===== config.mk =====
export PLATFORM = sky130hd
export DESIGN_NAME = iic_fifo_tx
export DESIGN_NICKNAME = d
export VERILOG_FILES = /design/src/rtl/iic_pkg.sv /design/src/rtl/iic_qtick.sv /design/src/rtl/iic_fifo_tx.sv
export SDC_FILE = /design/constraint.sdc
export NUM_CORES = 1
export LEC_CHECK = 0
export CAP_MARGIN = 30
export CORE_ASPECT_RATIO = 0.5
export CORE_MARGIN = 8
export CORE_UTILIZATION = 45
export DETAILED_ROUTE_END_ITERATION = 10
export PLACE_DENSITY = 0.67
export SYNTH_ARGS = -nofsm -noshare
export SYNTH_HDL_FRONTEND = slang
export SYNTH_SLANG_ARGS = --single-unit

===== constraint.sdc =====
create_clock -name clk -period 7.1 [get_ports clk]
set_input_delay 0.71 -clock clk [delete_from_list [all_inputs] [get_ports clk]]
set_output_delay 0.71 -clock clk [all_outputs]
set_load 0.05 [all_outputs]

===== src/rtl/iic_pkg.sv =====
// Shared definitions for the FIFO-fed I2C write master.
//   state_t       - transaction FSM encoding
//   DIV_DEFAULT   - system clocks per SCL quarter-period (100 kHz SCL at 100 MHz)
//   sat_inc16     - 16-bit increment that sticks at all-ones
package iic_pkg;

    localparam int DIV_DEFAULT = 250;

    typedef enum logic [2:0] {
        ST_IDLE  = 3'd0,
        ST_FETCH = 3'd1,
        ST_LOAD  = 3'd2,
        ST_START = 3'd3,
        ST_BIT   = 3'd4,
        ST_ACK   = 3'd5,
        ST_STOP  = 3'd6,
        ST_DONE  = 3'd7
    } state_t;

    function automatic logic [15:0] sat_inc16(input logic [15:0] v);
        return (v == 16'hFFFF) ? v : v + 16'd1;
    endfunction

endpackage


===== src/rtl/iic_qtick.sv =====
// Quarter-period tick generator.
//   clk_i   - system clock
//   rst_i   - asynchronous active-high reset
//   en_i    - count enable; while low the counter is held at 0
//   tick_o  - high on the last cycle of each quarter (counter at DIV-1)
//   first_o - high on the first cycle of each quarter (counter at 0)
module iic_qtick
    import iic_pkg::*;
#(
    parameter int DIV = DIV_DEFAULT
) (
    input  logic clk_i,
    input  logic rst_i,
    input  logic en_i,
    output logic tick_o,
    output logic first_o
);

    localparam int              CW   = (DIV > 1) ? $clog2(DIV) : 1;
    localparam logic [CW-1:0]   LAST = CW'(DIV - 1);

    logic [CW-1:0] cnt_q, cnt_d;

    always_comb begin
        cnt_d = '0;
        if (en_i && (cnt_q != LAST)) begin
            cnt_d = cnt_q + 1'b1;
        end
    end

    always_ff @(posedge clk_i or posedge rst_i) begin
        if (rst_i) begin
            cnt_q <= '0;
        end else begin
            cnt_q <= cnt_d;
        end
    end

    assign tick_o  = en_i && (cnt_q == LAST);
    assign first_o = en_i && (cnt_q == '0);

endmodule


===== src/rtl/iic_fifo_tx.sv =====
// I2C write master that drains a TX FIFO as a single transaction.
//   clk, reset          - system clock, asynchronous active-high reset
//   start               - one-cycle request; accepted only when idle and FIFO not empty
//   fifo_dout/empty     - FIFO read data (latency 1) and empty flag
//   fifo_rd_en          - FIFO read strobe, one cycle per byte
//   scl_oe/sda_oe       - open-drain pull-downs (1 = drive low)
//   sda_i               - synchronized SDA line, sampled for ACK
//   busy/done/nack      - status; nack is sticky until the next accepted start
//   byte_count          - bytes ACKed in the current/last transaction (saturating)
// The first byte is preceded by a START; later bytes (including ones that
// arrive while a byte is on the wire) follow without a repeated START.
module iic_fifo_tx
    import iic_pkg::*;
#(
    parameter int DIV = DIV_DEFAULT
) (
    input  logic        clk,
    input  logic        reset,
    input  logic        start,
    input  logic [7:0]  fifo_dout,
    input  logic        fifo_empty,
    output logic        fifo_rd_en,
    output logic        scl_oe,
    output logic        sda_oe,
    input  logic        sda_i,
    output logic        busy,
    output logic        done,
    output logic        nack,
    output logic [15:0] byte_count
);

    state_t      state_q, state_d;
    logic [1:0]  qtr_q, qtr_d;
    logic [2:0]  bit_q, bit_d;
    logic [7:0]  shift_q, shift_d;
    logic        started_q, started_d;
    logic        ack_smp_q, ack_smp_d;
    logic        nack_q, nack_d;
    logic [15:0] count_q, count_d;

    logic        tick_en;
    logic        tick;
    logic        qfirst;
    logic        ack_line;

    // Quarters only run while the bus is being driven, so every bus phase
    // starts on a fresh quarter boundary.
    assign tick_en = (state_q == ST_START) || (state_q == ST_BIT) ||
                     (state_q == ST_ACK)   || (state_q == ST_STOP);

    iic_qtick #(.DIV(DIV)) u_qtick (
        .clk_i   (clk),
        .rst_i   (reset),
        .en_i    (tick_en),
        .tick_o  (tick),
        .first_o (qfirst)
    );

    // With DIV=1 the sample cycle and the end-of-quarter cycle coincide,
    // so use the live line in that case.
    assign ack_line = (qtr_q == 2'd3 && qfirst) ? sda_i : ack_smp_q;

    always_comb begin
        state_d   = state_q;
        qtr_d     = qtr_q;
        bit_d     = bit_q;
        shift_d   = shift_q;
        started_d = started_q;
        ack_smp_d = ack_smp_q;
        nack_d    = nack_q;
        count_d   = count_q;

        unique case (state_q)
            ST_IDLE: begin
                if (start && !fifo_empty) begin
                    state_d   = ST_FETCH;
                    started_d = 1'b0;
                    nack_d    = 1'b0;
                    count_d   = '0;
                end
            end
            ST_FETCH: begin
                qtr_d = '0;
                if (!fifo_empty) begin
                    state_d = ST_LOAD;
                end else begin
                    // Nothing to send: close the bus only if it was opened.
                    state_d = started_q ? ST_STOP : ST_DONE;
                end
            end
            ST_LOAD: begin
                shift_d = fifo_dout;
                bit_d   = '0;
                qtr_d   = '0;
                state_d = started_q ? ST_BIT : ST_START;
            end
            ST_START: begin
                if (tick) begin
                    if (qtr_q == 2'd2) begin
                        qtr_d     = '0;
                        started_d = 1'b1;
                        state_d   = ST_BIT;
                    end else begin
                        qtr_d = qtr_q + 2'd1;
                    end
                end
            end
            ST_BIT: begin
                if (tick) begin
                    qtr_d = qtr_q + 2'd1;
                    if (qtr_q == 2'd3) begin
                        shift_d = {shift_q[6:0], 1'b0};
                        bit_d   = bit_q + 3'd1;
                        if (bit_q == 3'd7) begin
                            state_d = ST_ACK;
                        end
                    end
                end
            end
            ST_ACK: begin
                if (qtr_q == 2'd3 && qfirst) begin
                    ack_smp_d = sda_i;
                end
                if (tick) begin
                    qtr_d = qtr_q + 2'd1;
                    if (qtr_q == 2'd3) begin
                        if (!ack_line) begin
                            count_d = sat_inc16(count_q);
                            state_d = fifo_empty ? ST_STOP : ST_FETCH;
                        end else begin
                            nack_d  = 1'b1;
                            state_d = ST_STOP;
                        end
                    end
                end
            end
            ST_STOP: begin
                if (tick) begin
                    qtr_d = qtr_q + 2'd1;
                    if (qtr_q == 2'd3) begin
                        state_d = ST_DONE;
                    end
                end
            end
            ST_DONE: begin
                started_d = 1'b0;
                state_d   = ST_IDLE;
            end
            default: state_d = ST_IDLE;
        endcase
    end

    always_ff @(posedge clk or posedge reset) begin
        if (reset) begin
            state_q   <= ST_IDLE;
            qtr_q     <= '0;
            bit_q     <= '0;
            shift_q   <= '0;
            started_q <= 1'b0;
            ack_smp_q <= 1'b0;
            nack_q    <= 1'b0;
            count_q   <= '0;
        end else begin
            state_q   <= state_d;
            qtr_q     <= qtr_d;
            bit_q     <= bit_d;
            shift_q   <= shift_d;
            started_q <= started_d;
            ack_smp_q <= ack_smp_d;
            nack_q    <= nack_d;
            count_q   <= count_d;
        end
    end

    // Bus drive is decoded straight from the state register so that a reset
    // releases both lines in the cycle it is asserted.
    always_comb begin
        scl_oe = 1'b0;
        sda_oe = 1'b0;
        unique case (state_q)
            ST_FETCH, ST_LOAD: begin
                // Between bytes SCL is held low; before the first byte the bus idles.
                scl_oe = started_q;
            end
            ST_START: begin
                sda_oe = 1'b1;
                scl_oe = (qtr_q == 2'd2);
            end
            ST_BIT: begin
                scl_oe = ~qtr_q[1];
                sda_oe = ~shift_q[7];
            end
            ST_ACK: begin
                scl_oe = ~qtr_q[1];
            end
            ST_STOP: begin
                scl_oe = (qtr_q == 2'd0);
                sda_oe = ~qtr_q[1];
            end
            default: begin
                scl_oe = 1'b0;
                sda_oe = 1'b0;
            end
        endcase
    end

    assign fifo_rd_en = (state_q == ST_FETCH) && !fifo_empty;
    assign busy       = (state_q != ST_IDLE) && (state_q != ST_DONE);
    assign done       = (state_q == ST_DONE);
    assign nack       = nack_q;
    assign byte_count = count_q;

endmodule

# == Word-level counts from Yosys, hierarchy flattened ==
# Index checks and enable logic that the tools add are counted.
# totals
regBits,43
inputBits,13
out_inout_bits,22
wordCells,115
# op_classes
addsub,4
eq_ne,28
muxes,44
n_bitwise,2
n_reduce_logical,28
# op_table
cell,count
$mux 16,5
$mux 3,16
$pmux 16 s2,1
$mux 8,3
$pmux 3 s8,1
$add 16x1->16 const B,1
$eq 16x16->1 const B,1
$ne 2x2->1 const B,8
$pmux 8 s2,1
$eq 3x3->1 const B,5
$ne 2x1->1 const B,6
$reduce_and 10->1,1
$reduce_bool 3->1,3
$add 8x1->8 const B,1
$eq 8x8->1 const B,1
$logic_not 8->1,1
$mux 1,8
$ne 8x8->1 const B,1
$logic_and 1x1->1,7
$eq 3x2->1 const B,2
$mux 2,3
$pmux 1 s3,2
$pmux 2 s3,1
$pmux 3 s2,1
other kinds (19),26

# == Longest topological paths before layout ==
# Gate-level depths: netlist of run 1.
# depth
depth_word,11
depth_mapped,9
depth_no_buf,8

# == Modules after synthesis ==
# Synthesis of run 1 repeated with hierarchy kept, for this count alone.
# unflattened
cells_unflattened,294
area_unflattened_um2,2636.3
# by_module_without_submodules
mod,n_inst,cells_each,area_per_inst_um2,seq_area_each_um2
iic_fifo_tx,1,245,2167.1,875.8
iic_qtick,1,49,469.2,200.2

# == Worst setup path before layout of run 1 ==
# OpenSTA, ideal clock, no wires.
# synth_path
path_kind,register -> output
startpoint,register state_q[1]
endpoint,output port sda_oe
arrival_ns,2.494
t_required_ns,6.390
path_slack_ns,3.896
stages_incl_launch_ff,7
n_path_buf,3
path_cell_list,dfrtp_1 clkbuf_1 clkbuf_1 buf_1 mux2i_1 nand2_1 o21ai_0
# synth_via
elab_chain_len,2
elab_cells_between_ends,4
cone_classes,eq/ne: 3; mux: 1
# synth_rtl
item,line_no,rtl
"start, declared",iic_fifo_tx.sv:32,"state_t state_q, state_d;"
"start signal, assigned",iic_fifo_tx.sv:164,state_q <= state_d;
$eq 3x3->1 / $eq 3x2->1 (equally long branches),iic_fifo_tx.sv:180,unique case (state_q)
$pmux 1 s3 (*),iic_fifo_tx.sv:180,
"end, declared",iic_fifo_tx.sv:24,"output logic sda_oe,"
# Every way passes the cells marked *; elsewhere a longest branch is shown, timed or not.

# == Worst setup path after layout of run 1 ==
# layout_path
startpoint,register state_q[1]
endpoint,output port busy
# layout_via
elab_chain_len,2
elab_cells_between_ends,3
cone_classes,eq/ne: 1; reduce/logical: 2
# layout_rtl
item,line_no,rtl
$ne 3x3->1 / $reduce_bool 3->1 (equally long branches),iic_fifo_tx.sv:208,assign busy = (state_q != ST_IDLE) && (state_q != ST_DONE);
$logic_and 1x1->1 (*),iic_fifo_tx.sv:208,
"end, declared",iic_fifo_tx.sv:26,"output logic busy,"
# Marked as above.

==> results of run 1 <==
[report_power, final]
part	internal (W)	total, W	switching [W]
logic	0.000175	0.000446	0.000271
registers	0.000297	0.000377	0.0000795
clock network	0.000164	0.000254	0.0000901
[area by class of cell]
class	count	area (um2)
fill	480	2370
multi-input combinational	201	1390
sequential	43	1080
timing repair buffer	35	348
clock buffer	6	129
tap	73	91.3
inverter	14	52.6
clock inverter	1	30.0
[worst max path at each step]
| stage | startpoint | to | slack, ns | cells after the start |
|---|---|---|---|---|
| global route | fifo_empty | byte_count[15] | 3.60 | 7 |
| global placement | fifo_empty | byte_count[14] | 3.58 | 7 |
| CTS | state_q[1] | busy | 3.71 | 3 |
| floorplan | state_q[1] | sda_oe | 3.90 | 6 |
| detailed placement | fifo_empty | byte_count[15] | 3.54 | 7 |
| finish | state_q[1] | busy | 3.69 | 3 |
[registers in the layout (all words and copies together) (netlist names)]
register	flops
byte_count	16
qtr_q	2
ack_smp_q	1
bit_q	3
started_q	1
u_qtick.cnt_q	8
state_q	3
nack	1
shift_q	8
[per-stage QoR]
step                      power [W]  setup slack (ns)  instance area [um2]  cells  utilization, %
after floorplan            0.000703              3.90                 2560    269               -
after global placement     0.000813              3.58                 2960    366            53.9
after detailed placement   0.000825              3.54                 2960    366            53.9
after CTS                   0.00108              3.71                 3120    373            56.8
after global routing        0.00115              3.60                 3120    373            56.8
final                       0.00108              3.69                 3120    373            56.8
[cells in the mapped netlist, types with 2 or more instances]
| library cell | count | share of area [%] |
|---|---|---|
| o2bb2ai_1 | 2 | 0.68 |
| a21o_1 | 4 | 1.2 |
| a21oi_1 | 27 | 5.3 |
| dfrtp_1 | 43 | 42 |
| or4_1 | 2 | 0.59 |
| or3_1 | 9 | 2.2 |
| o21ai_0 | 13 | 2.5 |
| nor3_1 | 2 | 0.39 |
| nand3_1 | 7 | 1.4 |
| nor3_2 | 2 | 0.78 |
| xnor2_1 | 5 | 1.7 |
| nand4b_4 | 2 | 1.9 |
| and3_1 | 5 | 1.2 |
| ha_1 | 10 | 4.9 |
| nand4_1 | 6 | 1.5 |
| mux2_2 | 16 | 7.0 |
| nand2_1 | 21 | 3.1 |
| nand3b_1 | 2 | 0.59 |
| clkbuf_1 | 9 | 1.3 |
| mux2i_1 | 3 | 1.2 |
| a31oi_1 | 5 | 1.2 |
| nor2_1 | 27 | 4.0 |
| inv_1 | 14 | 2.0 |
| o31ai_1 | 3 | 0.88 |
| a32oi_1 | 2 | 0.68 |
| xor2_1 | 5 | 1.7 |
[critical path, stage by stage (launching register included)]
cell             delay, ns
dfrtp_1               0.86
nor2_1                0.26
a21oi_1               0.41
clkdlybuf4s50_1       0.88
[logic make-up (layout without fill, tap and decap cells)]
group	count (synthesis)	count (layout)	synth area share, %
AOI/OAI and AO/OA	66	66	16.3
adders and majority gates	11	11	5.27
DFF	43	43	42.0
buffers and inverters	25	56	3.81
and+or+nand+nor	94	94	20.4
xor gates and xnor gates	10	10	3.42
muxes	20	20	8.78
[metal layers]
metal	track usage [%]	up-vias	share of wire, %	routed length, um
met3	3.01	2	4.2	243
met4	3.08	0	0.33	19
li1	-	1023	-	-
met1	18.8	1024	48	2800
met2	23.2	31	47	2720
met5	0	-	0	0
==> impl_metrics.toml, run 1 <==
[run_status]
status = "completed"

[timing]
setup_viol = 0
relSlewSlack_pct = 34.9
maxSlewViolCount = 0
fin_crit_ns = 3.41
hold_slack_ns = 0.488
max_slew.worst_pin.slew_ns = 0.971
hold_viol_final = 0
setup_tns_ns = 0
period_share_pct = 48.0
fmax_mhz = 294
clock_skew_ns = 0.00420
rsz0062_at_grt = "false"

[floorplanning]
start_util_pct = 46.7
core_um2 = 5490
io_pins = 35
die_w_um = 123
rows = 19
die_area_um2 = 8510
die_h_um = 69.4

[worst_setup_path]
rrSetupSlack_ns = 4.11
arrival_ns = 2.70
r2r-end = "byte_count[15]"
required_ns = 6.39
worstSetupPathType = "reg2out"
crit_path_end_kind = "primary output"
r2r_start = "state_q[2]"
cp_max_fo = 25
start_kind = "flop"
worstRegToRegCells = 6

[clock_tree]
cts_hold_buffers = 0
post_cts_resized = 0
clkTransAtPathRegs_ns = 0.06
htreeDepth = 2
cts_made_buffers = 5
cts.sinks = 43
root_buffer = "clkbuf_16"
cts_buffer_depth = 2
cts_setup_buffers = 0
clock_latency_ns = 0.28
cts_tree = "built"

[yosys]
yosys_warnings = 0
synth_edf_count = 0
ys.flop_type = "dfrtp_1"
syn_inst = 269
synth-seq-cells = 43
synth_area_per_cell_um2 = 9.53
synth-async-reset-ratio_pct = 100
syn-num-nets = 292
ys_types = 49
syn_area_um2 = 2560
synth.yosys.seq_area_share_pct = 42.0

[min_path]
holdPathEnd = "bit_q[0]"
hold_start = "bit_q[0]"
holdCritPathClass = "reg2reg"
hold_depth = 1

[placed_design]
dp_hpwl_mm = 4.10
gp_congestion = 0.819
port_buffers = 34

[routing]
ant_nets = 0
drc = 0
vias = 2080
dr.pass1.iters = 4
detail_route.wl_per_cell_um = 15.5
drt_wl_total_mm = 5.78
drtIter0Drc = 194
via_per_inst = 5.58

[global_route]
antenna_found_initial = 0
grt_pass1_wl_mm = 10.2
grt_pass1_vias = 2091
grt_max_degree = 44
gr-total-overflow = 0
grt_use_total_pct = 14.2

[run]
drv_cap = 0

[cells_and_area]
final_common_cell = "dfrtp_1"
area_growth_pct = 21.6
drive_gt1_share_pct = 11.7
antenna_cells = 0
num-nets-final = 323
final_cell_mix = "dfrtp_1, clkdlybuf4s50_1, a21oi_1, nor2_1, nand2_1"

[pwr]
p_per_area_nw_per_um2 = 346
ir_worst_vdd_mv = 0.183
leakage_nw = 1.29
No activity file was read; power rests on OpenSTA's default activity.
==> run 2: changes to the inputs <==
Clock period 7.1 ns to 3.2 ns, I/O delays scaled along.
==> impl_metrics.toml, run 2 (synthesis gave the netlist of run 1 again) <==
[run_status]
status = "completed"

[worst_setup_path]
required_ns = 2.88
worstSetupPathType = "reg2out"
crit_path_end_kind = "primary output"
arrival_ns = 2.46
start_kind = "flop"
cp_max_fo = 20

[routing]
wl_met1_mm = 2.64
wl_met2_mm = 2.59
dr.pass1.iters = 4
ant_nets = 0
dr_wl_met3_um = 290
drc = 0
top_layer_used = "met4"
vias = 2107
drt_wl_total_mm = 5.60
detail_route.wl_per_cell_um = 14.9
drtIter0Drc = 219
via_per_inst = 5.60

[cells_and_area]
final_cells = 376
largest_register_ffs = 16
area_growth_pct = 21.9
antenna_cells = 0
drive_gt1_share_pct = 12.9
final_cell_mix = "dfrtp_1, clkdlybuf4s50_1, a21oi_1, nor2_1, nand2_1"
final_area_um2 = 3120
num-nets-final = 326
fill_cells = 514
final_common_cell = "dfrtp_1"

[clock_tree]
clock_latency_ns = 0.28
cts_made_buffers = 5
post_cts_resized = 0
clkTransAtPathRegs_ns = 0.06
cts_tree = "built"
cts_hold_buffers = 0
cts_buffer_depth = 2
root_buffer = "clkbuf_16"
htreeDepth = 2
cts_setup_buffers = 0
cts.sinks = 43

[placed_design]
dp_hpwl_mm = 4.07
placed_area_um2 = 2980
placedCellCount = 369
gp_congestion = 0.878
port_buffers = 34

[floorplanning]
die_w_um = 123
die_h_um = 69.4
io_pins = 35
die_area_um2 = 8510
start_util_pct = 46.7
core_um2 = 5490
rows = 19

[timing]
hold_slack_ns = 0.481
maxSlewViolCount = 0
setup_viol = 0
hold_viol_final = 0
max_slew.worst_pin.slew_ns = 0.678
fin_crit_ns = 2.78
period_share_pct = 87.0
rsz0062_at_grt = "false"
clock_skew_ns = 0.00748
fmax_mhz = 359
setup_tns_ns = 0
relSlewSlack_pct = 54.7

[pwr]
p_per_area_nw_per_um2 = 748
leakage_nw = 1.31
power_frac_clock_pct = 21.6
p_int_w = 0.00137
power_switching_w = 0.000971
ir_worst_vdd_mv = 0.441
swShare_pct = 41.5
pwr-share-seq_pct = 34.1
comb_power_share_pct = 44.4
p_total_w = 0.00234

[min_path]
holdCritPathClass = "in2async"

[global_route]
gr-total-overflow = 0
antenna_found_initial = 0
grt_use_total_pct = 13.7
grt_pass1_wl_mm = 9.63
grt_pass1_vias = 2070
grt_max_degree = 44

[run]
drv_cap = 0
## run 2: changes by cell type in the layout (fill, tap and decap cells not counted)
cell / delta
buf_4: +3
bufinv_16: -1
clkbuf_1: -1
clkbuf_8: +1
clkinv_2: +1
## run 2: power groups by stage
stage,Sequential [W],Combinational (W),Clock (W)
final,0.000796,0.00104,0.000504
after global routing,0.000818,0.00113,0.000548
after CTS,0.000795,0.00104,0.000519
after detailed placement,0.000803,0.00103,0
after global placement,0.000798,0.00102,0
after floorplan,0.000799,0.000760,0
## run 2: final cells by class
cell class	count	area, um2	area share [%]
Inverter	14	52.6	1.68
Clock buffer	6	139	4.45
Clock inverter	1	5.00	0.160
Sequential cell	43	1080	34.4
Timing Repair Buffer	38	370	11.9
Multi-Input combinational cell	201	1390	44.5
Tap cell	73	91.3	2.92
## run 2: worst paths after layout
path | start | cells past startpoint | slack, ns | endpoint
setup / recovery | state_q[0] | 3 | 0.42 | busy
hold / removal | reset | 3 | 0.48 | byte_count[1]
setup reg to reg | qtr_q[1] | 7 | 0.66 | byte_count[15]
hold reg to reg | bit_q[0] | 1 | 0.49 | bit_q[0]
max in group asynchronous | reset | 3 | 2.35 | u_qtick.cnt_q[7]
min in group clk | bit_q[0] | 1 | 0.49 | bit_q[0]
## run 2: critical path, stage by stage (launching register included)
cell and delay, ns:
dfrtp_1 0.74, inv_1 0.25, a21oi_1 0.31, clkdlybuf4s50_1 0.87
## run 2: layer usage
| layer | vias up | global-route usage [%] |
|---|---|---|
| met5 | - | 0 |
| li1 | 1030 | - |
| met3 | 8 | 3.33 |
| met4 | 0 | 5.63 |
| met2 | 44 | 21.4 |
| met1 | 1025 | 17.6 |
## run 2: metrics by stage
| step | utilization (%) | setup slack, ns |
|---|---|---|
| after floorplan | - | 0.386 |
| after global placement | 54.3 | 0.738 |
| after detailed placement | 54.3 | 0.680 |
| after CTS | 56.9 | 0.435 |
| after global routing | 56.9 | 0.238 |
| final | 56.9 | 0.417 |
